### config.mk
export PLATFORM = sky130hd
export DESIGN_NAME = load_store_unit
export DESIGN_NICKNAME = d
export VERILOG_FILES = /design/src/rtl/lsu_pkg.sv /design/src/rtl/lsu_align.sv /design/src/rtl/load_store_unit.sv
export SDC_FILE = /design/constraint.sdc
export NUM_CORES = 1
export LEC_CHECK = 0
export BUFFER_PORTS_ARGS = -buffer_cell sky130_fd_sc_hd__buf_2
export CORE_MARGIN = 2
export CORE_UTILIZATION = 38
export DETAILED_ROUTE_END_ITERATION = 16
export PLACE_DENSITY = 0.63
export REMOVE_ABC_BUFFERS = 1
export SYNTH_ARGS = -nofsm -noshare
export SYNTH_HDL_FRONTEND = slang
export SYNTH_HIERARCHICAL = 1
export SYNTH_SLANG_ARGS = --single-unit
### constraint.sdc
create_clock -name clk -period 2.2 [get_ports clk]
set_clock_uncertainty 0.2 [all_clocks]
set_input_delay 0.44 -clock clk [delete_from_list [all_inputs] [get_ports clk]]
set_output_delay 0.44 -clock clk [all_outputs]
set_load 0.02 [all_outputs]
### src/rtl/lsu_pkg.sv
// Shared types and helpers for the load/store unit: FSM states, RV32I
// width codes, fault causes and the request legality/alignment rules.
package lsu_pkg;

   typedef enum logic [2:0] {
      S_IDLE      = 3'd0,
      S_LD_ISSUE  = 3'd1,
      S_LD_DATA   = 3'd2,
      S_ST_WRITE  = 3'd3,
      S_RMW_ISSUE = 3'd4,
      S_RMW_WRITE = 3'd5
   } lsu_state_e;

   typedef enum logic [1:0] {
      FC_NONE       = 2'b00,
      FC_MISALIGNED = 2'b01,
      FC_RANGE      = 2'b10,
      FC_ILLEGAL    = 2'b11
   } fault_cause_e;

   localparam logic [2:0] F3_B  = 3'b000;
   localparam logic [2:0] F3_H  = 3'b001;
   localparam logic [2:0] F3_W  = 3'b010;
   localparam logic [2:0] F3_BU = 3'b100;
   localparam logic [2:0] F3_HU = 3'b101;

   // Unsigned widths only exist for loads; stores accept B/H/W.
   function automatic logic funct3_legal(input logic is_store, input logic [2:0] f3);
      if (is_store) return f3 inside {F3_B, F3_H, F3_W};
      return f3 inside {F3_B, F3_H, F3_W, F3_BU, F3_HU};
   endfunction

   // Halves need an even address, words a multiple of four; bytes never fault.
   function automatic logic misaligned(input logic [2:0] f3, input logic [1:0] off);
      if (f3 == F3_H || f3 == F3_HU) return off[0];
      if (f3 == F3_W)                 return off != 2'b00;
      return 1'b0;
   endfunction

endpackage

### src/rtl/lsu_align.sv
// Combinational data alignment: extracts and extends a load result from the
// addressed memory word, and merges a byte/half store into the old word.
module lsu_align
   import lsu_pkg::*;
(
   input  logic [2:0]  funct3,
   input  logic [1:0]  byte_off,
   input  logic [31:0] rdata,
   input  logic [15:0] store_data,
   output logic [31:0] load_data,
   output logic [31:0] merged_word
);

   logic [4:0]  shamt;
   logic [15:0] lane;
   logic [31:0] ins_mask;
   logic [31:0] ins_data;

   assign shamt = {byte_off, 3'b000};

   // Pick the 16 bits starting at the addressed byte (upper byte zero past the top lane).
   always_comb begin
      // NOTE: every combinational output gets a value on every path (here via
      // the case default) so synthesis never infers a latch.
      unique case (byte_off)
         2'd0:    lane = rdata[15:0];
         2'd1:    lane = rdata[23:8];
         2'd2:    lane = rdata[31:16];
         default: lane = {8'h00, rdata[31:24]};
      endcase
   end

   // Sign- or zero-extend the selected lane according to the access width.
   always_comb begin
      case (funct3)
         F3_B:    load_data = {{24{lane[7]}}, lane[7:0]};
         F3_H:    load_data = {{16{lane[15]}}, lane[15:0]};
         F3_BU:   load_data = {24'h000000, lane[7:0]};
         F3_HU:   load_data = {16'h0000, lane[15:0]};
         default: load_data = rdata;
      endcase
   end

   // Replace the target little-endian byte/half lane, keep the rest of the word.
   always_comb begin
      if (funct3 == F3_H) begin
         ins_mask = 32'h0000_FFFF << shamt;
         ins_data = {16'h0000, store_data} << shamt;
      end else begin
         ins_mask = 32'h0000_00FF << shamt;
         ins_data = {24'h000000, store_data[7:0]} << shamt;
      end
      merged_word = (rdata & ~ins_mask) | ins_data;
   end

endmodule

### src/rtl/load_store_unit.sv
// Load/store unit between execute and a word-addressed data memory with a
// one-cycle registered read. One request in flight; byte/half stores are
// done as read-modify-write; bad requests fault without touching memory.
module load_store_unit
   import lsu_pkg::*;
#(
   parameter int unsigned NUM_WORDS = 32
) (
   input  logic        clk,
   input  logic        n_rst,
   input  logic        req_valid,
   output logic        req_ready,
   input  logic        req_is_store,
   input  logic [2:0]  req_funct3,
   input  logic [31:0] req_addr,
   input  logic [31:0] req_wdata,
   input  logic [4:0]  req_rd,
   output logic        resp_valid,
   output logic [4:0]  resp_rd,
   output logic [31:0] resp_data,
   output logic        fault_valid,
   output logic [1:0]  fault_cause,
   output logic [31:0] fault_addr,
   output logic        mem_wr,
   output logic        mem_read,
   output logic [31:0] mem_addr,
   output logic [31:0] mem_wdata,
   input  logic [31:0] mem_rdata
);

   lsu_state_e   state_q;
   logic [2:0]   funct3_q;
   logic [31:0]  addr_q;
   logic [31:0]  wdata_q;
   logic [4:0]   rd_q;
   logic         resp_valid_q;
   logic [4:0]   resp_rd_q;
   logic [31:0]  resp_data_q;
   logic         fault_valid_q;
   fault_cause_e fault_cause_q;
   logic [31:0]  fault_addr_q;

   fault_cause_e req_cause;
   logic [31:0]  load_data;
   logic [31:0]  merged_word;

   // Classify the incoming request; the first failing rule wins.
   always_comb begin
      req_cause = FC_NONE;
      if (!funct3_legal(req_is_store, req_funct3)) begin
         req_cause = FC_ILLEGAL;
      end else if (misaligned(req_funct3, req_addr[1:0])) begin
         req_cause = FC_MISALIGNED;
      end else if ({2'b00, req_addr[31:2]} >= NUM_WORDS) begin
         req_cause = FC_RANGE;
      end
   end

   lsu_align u_align (
      .funct3      (funct3_q),
      .byte_off    (addr_q[1:0]),
      .rdata       (mem_rdata),
      .store_data  (wdata_q[15:0]),
      .load_data   (load_data),
      .merged_word (merged_word)
   );

   // Request FSM with captured request fields and registered response/fault pulses.
   always_ff @(posedge clk or negedge n_rst) begin
      if (!n_rst) begin
         state_q       <= S_IDLE;
         funct3_q      <= 3'b000;
         addr_q        <= 32'h0;
         wdata_q       <= 32'h0;
         rd_q          <= 5'd0;
         resp_valid_q  <= 1'b0;
         resp_rd_q     <= 5'd0;
         resp_data_q   <= 32'h0;
         fault_valid_q <= 1'b0;
         fault_cause_q <= FC_NONE;
         fault_addr_q  <= 32'h0;
      end else begin
         // NOTE: sequential state uses non-blocking assignments so every
         // register samples pre-edge values regardless of statement order.
         resp_valid_q  <= 1'b0;
         fault_valid_q <= 1'b0;
         unique case (state_q)
            S_IDLE: begin
               if (req_valid) begin
                  funct3_q <= req_funct3;
                  addr_q   <= req_addr;
                  wdata_q  <= req_wdata;
                  rd_q     <= req_rd;
                  if (req_cause != FC_NONE) begin
                     fault_valid_q <= 1'b1;
                     fault_cause_q <= req_cause;
                     fault_addr_q  <= req_addr;
                  end else if (!req_is_store) begin
                     state_q <= S_LD_ISSUE;
                  end else if (req_funct3 == F3_W) begin
                     state_q <= S_ST_WRITE;
                  end else begin
                     state_q <= S_RMW_ISSUE;
                  end
               end
            end
            S_LD_ISSUE:  state_q <= S_LD_DATA;
            S_LD_DATA: begin
               resp_valid_q <= 1'b1;
               resp_data_q  <= load_data;
               resp_rd_q    <= rd_q;
               state_q      <= S_IDLE;
            end
            S_ST_WRITE:  state_q <= S_IDLE;
            S_RMW_ISSUE: state_q <= S_RMW_WRITE;
            S_RMW_WRITE: state_q <= S_IDLE;
            default:     state_q <= S_IDLE;
         endcase
      end
   end

   // Memory pins decode from state and captured request only; idle means all zero.
   always_comb begin
      mem_read  = 1'b0;
      mem_wr    = 1'b0;
      mem_addr  = 32'h0;
      mem_wdata = 32'h0;
      case (state_q)
         S_LD_ISSUE, S_RMW_ISSUE: begin
            mem_read = 1'b1;
            mem_addr = {addr_q[31:2], 2'b00};
         end
         S_ST_WRITE: begin
            mem_wr    = 1'b1;
            mem_addr  = {addr_q[31:2], 2'b00};
            mem_wdata = wdata_q;
         end
         S_RMW_WRITE: begin
            mem_wr    = 1'b1;
            mem_addr  = {addr_q[31:2], 2'b00};
            mem_wdata = merged_word;
         end
         default: ;
      endcase
   end

   assign req_ready   = (state_q == S_IDLE);
   assign resp_valid  = resp_valid_q;
   assign resp_rd     = resp_rd_q;
   assign resp_data   = resp_data_q;
   assign fault_valid = fault_valid_q;
   assign fault_cause = fault_cause_q;
   assign fault_addr  = fault_addr_q;

endmodule

-- Yosys cells after proc, flatten, opt, wreduce, memory -nomap -nowiden
Cells that the tools add are included.
- order comparisons: 1
- equality and inequality tests: 16
- shift operators: 4
- multiplexer cells: 33
- bitwise gates (word level): 3
- reduce and logical (&&, ||, !) cells: 15
- operator list (cell ; count):
    case mux 32 bit (4 select lines) ; 1
    2-to-1 mux 32 bit ; 3
    case mux 32 bit (2 select lines) ; 1
    case mux 16 bit (3 select lines) ; 1
    AND 32 bit ; 1
    NOT 32 bit ; 1
    OR 32 bit ; 1
    << shifter 16 x 5 -> 32 bit ; 1
    << shifter 16 x 5 -> 32 bit, first input constant ; 1
    << shifter 8 x 5 -> 32 bit ; 1
    << shifter 8 x 5 -> 32 bit, first input constant ; 1
    >= comparator 30 x 6 -> 1 bit, second input constant ; 1
    2-to-1 mux 1 bit ; 19
    == test 3 bit, second input constant ; 6
    2-to-1 mux 3 bit ; 4
    == test 3 x 1 -> 1 bit, second input constant ; 3
    == test 3 x 2 -> 1 bit, second input constant ; 3
    zero test 3 bit ; 3
    case mux 3 bit (3 select lines) ; 1
    2-to-1 mux 2 bit ; 3
    nonzero test 5 bit ; 1
    != test 2 bit, second input constant ; 2
    AND reduction 2 bit ; 2
    nonzero test 2 bit ; 2
    8 further kinds ; 9
- register bits: 148
- output and inout bits: 140

-- Depth between registers and ports, before layout
- word-level depth: 16
- depth in mapped cells: 8
- depth with buffers taken out: 5

-- Cells and area by module
Netlist, hierarchy kept.
- modules (own cells, without submodules) (module ; instances ; cells each ; area an instance (sq um) ; seq. area each (sq um)):
    load_store_unit ; 1 ; 611 ; 6277.3 ; 3703.6
    lsu_align ; 1 ; 195 ; 1182.4 ; 0.0

-- Worst setup path after synthesis
No wires, ideal clock.
- kind: register to output
- from: reg addr_q[0]
- to: out mem_wdata[16]
- arrival: 1.568 ns
- required time: 1.560 ns
- path slack: -0.008 ns
- cell stages (with the launch flop): 8
- cells stage by stage: dfrtp_1 > buf_2 > nor2b_1 > buf_2 > buf_2 > a22oi_1 > nand2_1 > a22o_1
- cells in the longest elaborated chain, start to end: 6
- RTL lines (item ; line ; RTL):
    from (decl) ; load_store_unit.sv:33 ; logic [31:0] addr_q;
    from (signal assigned) ; load_store_unit.sv:91 ; addr_q <= req_addr;
    << shifter 16 x 5 -> 32 bit / << shifter 8 x 5 -> 32 bit (equally long branches) ; lsu_align.sv:47, lsu_align.sv:50 ;
    2-to-1 mux 32 bit ; lsu_align.sv:46 ; if (funct3 == F3_H) begin
    NOT 32 bit ; lsu_align.sv:53 ; merged_word = (rdata & ~ins_mask) | ins_data;
    AND 32 bit ; lsu_align.sv:53 ;
    OR 32 bit (*) ; lsu_align.sv:53 ;
    net merged_word[16] ; load_store_unit.sv:45 ; logic [31:0] merged_word;
    case mux 32 bit (2 select lines) (*) ; load_store_unit.sv:128 ; case (state_q)
    to (decl) ; load_store_unit.sv:27 ; output logic [31:0] mem_wdata,
Mark *: on every way through the listed nets, which the timed path passes. The rest lies on a longest branch.

-- Worst setup path in the final report
- from: reg funct3_q[1]
- to: out mem_wdata[21]
- cells in the longest elaborated chain, start to end: 6
- RTL lines (item ; line ; RTL):
    from (decl) ; load_store_unit.sv:32 ; logic [2:0] funct3_q;
    from (signal assigned) ; load_store_unit.sv:90 ; funct3_q <= req_funct3;
    == test 3 x 1 -> 1 bit (*) ; lsu_align.sv:46 ;
    2-to-1 mux 32 bit ; lsu_align.sv:46 ;
    NOT 32 bit ; lsu_align.sv:53 ;
    AND 32 bit ; lsu_align.sv:53 ;
    OR 32 bit (*) ; lsu_align.sv:53 ;
    net merged_word[21] ; load_store_unit.sv:45 ;
    case mux 32 bit (2 select lines) (*) ; load_store_unit.sv:128 ;
Marked as above.

==> flow_summary.ini <==
[synth]
yosys_warnings = 6
synthesis.instances = 806
synth_edf_count = 0
synthFlopType = dfrtp_1
synth-async-reset-ratio_pct = 100
synth_top_area_cell = dfrtp_1
ys_seq_area_share_pct = 49.6
syn_area_per_cell_sq_um = 9.26
synth_most_common_cell = nand2_1
netlist_area_sq_mm = 0.00746
ys_types = 50
synth_seq_cells = 148
synthTopCellsByArea = dfrtp_1 50%, nand2_1 14%, mux2_2 7.2%
synth_common_cells = 285 x nand2_1, 148 x dfrtp_1, 48 x mux2_2
netlist.area_leader.share_pct = 49.6

[setup_path]
path_buf_inv = 3
worstPathCellList = nor3b_4 > buf_6 > and2_4 > buf_6 > a22oi_2 > nand2_1 > a22o_1 > buf_6
max_stage_delay_ns = 0.41
cp-start-kind = register
cp.required_ns = 1.56
arrival_ns = 1.98
path_common_cell = buf_6
cp_max_fo = 5
crit_family = simple AND/OR/NAND/NOR gates
critPathCaptureType = output pin
slowest_stage = dfrtp_1
worstSetupPathType = register to output pin

[route]
wl_per_cell_um = 17.9
num_vias = 7008
routed_wl_um = 24600
ant_nets = 0
dr.pass1.iters = 5
drc_errors = 0
drt-vias-per-instance = 5.10
drt_iter0_markers = 315

[global_route]
grt_pass1_wl_um = 38000
antenna_found_initial = 4
track_usage_pct = 23.8
grt_max_degree = 50
grt_pass1_vias = 7042
globalRouteOverflowTotal = 0

[sta]
slew_viol_final = 0
fin_ws_ns = -0.416
tightest_slew_ns = 0.554
finalSetupViolCount = 77
min_period_over_period_pct = 119
hold_violations = 0
setup_tns_ns = -15.06
whs_ns = 0.0115
timing.slew.headroom_pct = 63.0
fmax_mhz = 382
grt_setup_unrepaired = true
fin_crit_ns = 2.62

[cells_and_area]
finalNetCount = 1202
register_area_sq_mm = 0.00371
drive_gt1_share_pct = 47.5
multiInputGateArea_sq_mm = 0.00387
area_growth_pct = 50.2
fin_area_sq_mm = 0.0112
fin_util_pct = 58.0
stdcell_count = 1374
fillers = 1722

[clock_tree]
h-tree-depth = 4
clk_latency_ns = 0.41
root_buffer = clkbuf_16
cts_tree = yes
cts_buffers = 17
cts.sinks = 148
clk_pin_slew_worst_paths_ns = 0.07
clockBufferDepth = 2

[die]
start_util_pct = 38.6
rows = 51
io_pins = 248
die-area_sq_mm = 0.0208
core_area_sq_mm = 0.0193
die_x_um = 144
die_h_um = 144

[placed_design]
portBuffers = 245
dp_slack_ns = -0.130
place.gp.congestion = 0.812
place_area_sq_mm = 0.00929
hpwl_um = 16400
dp_cells = 1313

[min_path]
hp-class = input pin to register

[run_status]
violations = negative setup slack
outcome = finished with violations

[pwr]
power_mw = 7.47
ir_worst_vdd_v = 0.000524
p_leak_nw = 5.86
power_density_mw_per_mm2 = 666

[job]
max_cap_viol_count = 0
-- cells by family (layout without fill, tap and decap cells) --
logic type	Yosys count	count (layout)	share of synthesized area [%]
muxes	62	62	9.12
buffers and inverters	86	386	5.30
DFF	148	148	49.6
AOI/OAI and AO/OA	138	138	14.1
other	1	4	0.0503
and+or+nand+nor	371	371	21.8
-- tightest hold or removal path, cell delays in order --
cell and delay (ns):
buf_2 0.08, nand2_1 0.04, nand2_1 0.05
-- flip-flops by register name, summed over array words and instances (netlist names) --
register	flops
state_q	3
wdata_q	32
rd_q	5
resp_data	32
resp_rd	5
fault_addr	32
funct3_q	3
fault_valid	1
addr_q	32
resp_valid	1
fault_cause	2
-- report_power, final --
part / switching, mW / leakage, nW / internal [mW] / total, mW
combinational: 0.742 / 3.68 / 0.545 / 1.29
clock: 1.30 / 0.310 / 1.84 / 3.15
sequential: 0.136 / 1.87 / 2.90 / 3.03
-- worst paths after layout --
check / end / slack [ns] / depth (start not counted) / from
min in group asynchronous: fault_addr[15] / 0.35 / 2 / n_rst
max in group asynchronous: state_q[1] / 0.87 / 3 / n_rst
setup reg to reg: resp_data[26] / -0.09 / 8 / addr_q[1]
setup / recovery: mem_wdata[21] / -0.42 / 8 / funct3_q[1]
hold reg to reg: addr_q[16] / 0.27 / 2 / addr_q[16]
hold / removal: rd_q[0] / 0.01 / 3 / req_rd[0]
-- cell type report --
class                   count  area share (%)
repair buffers            319            22.5
clock inverters            15            1.89
diodes                      2          0.0447
multi-input cells         573            34.5
well taps                 265            2.96
clock buffers              17            3.80
inverters                  35            1.19
flip-flops and latches    148            33.1
-- repair_timing --
action | in CTS | in global routing
resized for setup | 217 | 83
setup endpoints to repair | 65 | 89
cloned | 5 | 1
endpoints found under the hold margin | 52 | 0
hold buffers | 9 | 0
buffers inserted | 12 | 4
pin swaps | 59 | 45
-- metal layers --
metal / wire length [um] / share of wire (%) / vias to the layer above / global-route usage [%]
met1: 10400 / 42 / 3445 / 29.7
met4: 438 / 1.8 / 4 / 7.38
met2: 11800 / 48 / 265 / 39.2
met3: 1900 / 7.7 / 34 / 7.78
li1: - / - / 3260 / -
met5: 25 / 0.10 / - / 0
-- layout by cell type (no fill, tap or decap), types with 30 or more instances in the layout --
cell and count:
nand2_1 265, and2_4 30, inv_1 34, a22o_1 42
dfrtp_1 144, buf_4 33, buf_2 180, o21ai_2 30
buf_6 77
No activity file was read; power rests on OpenSTA's default activity.
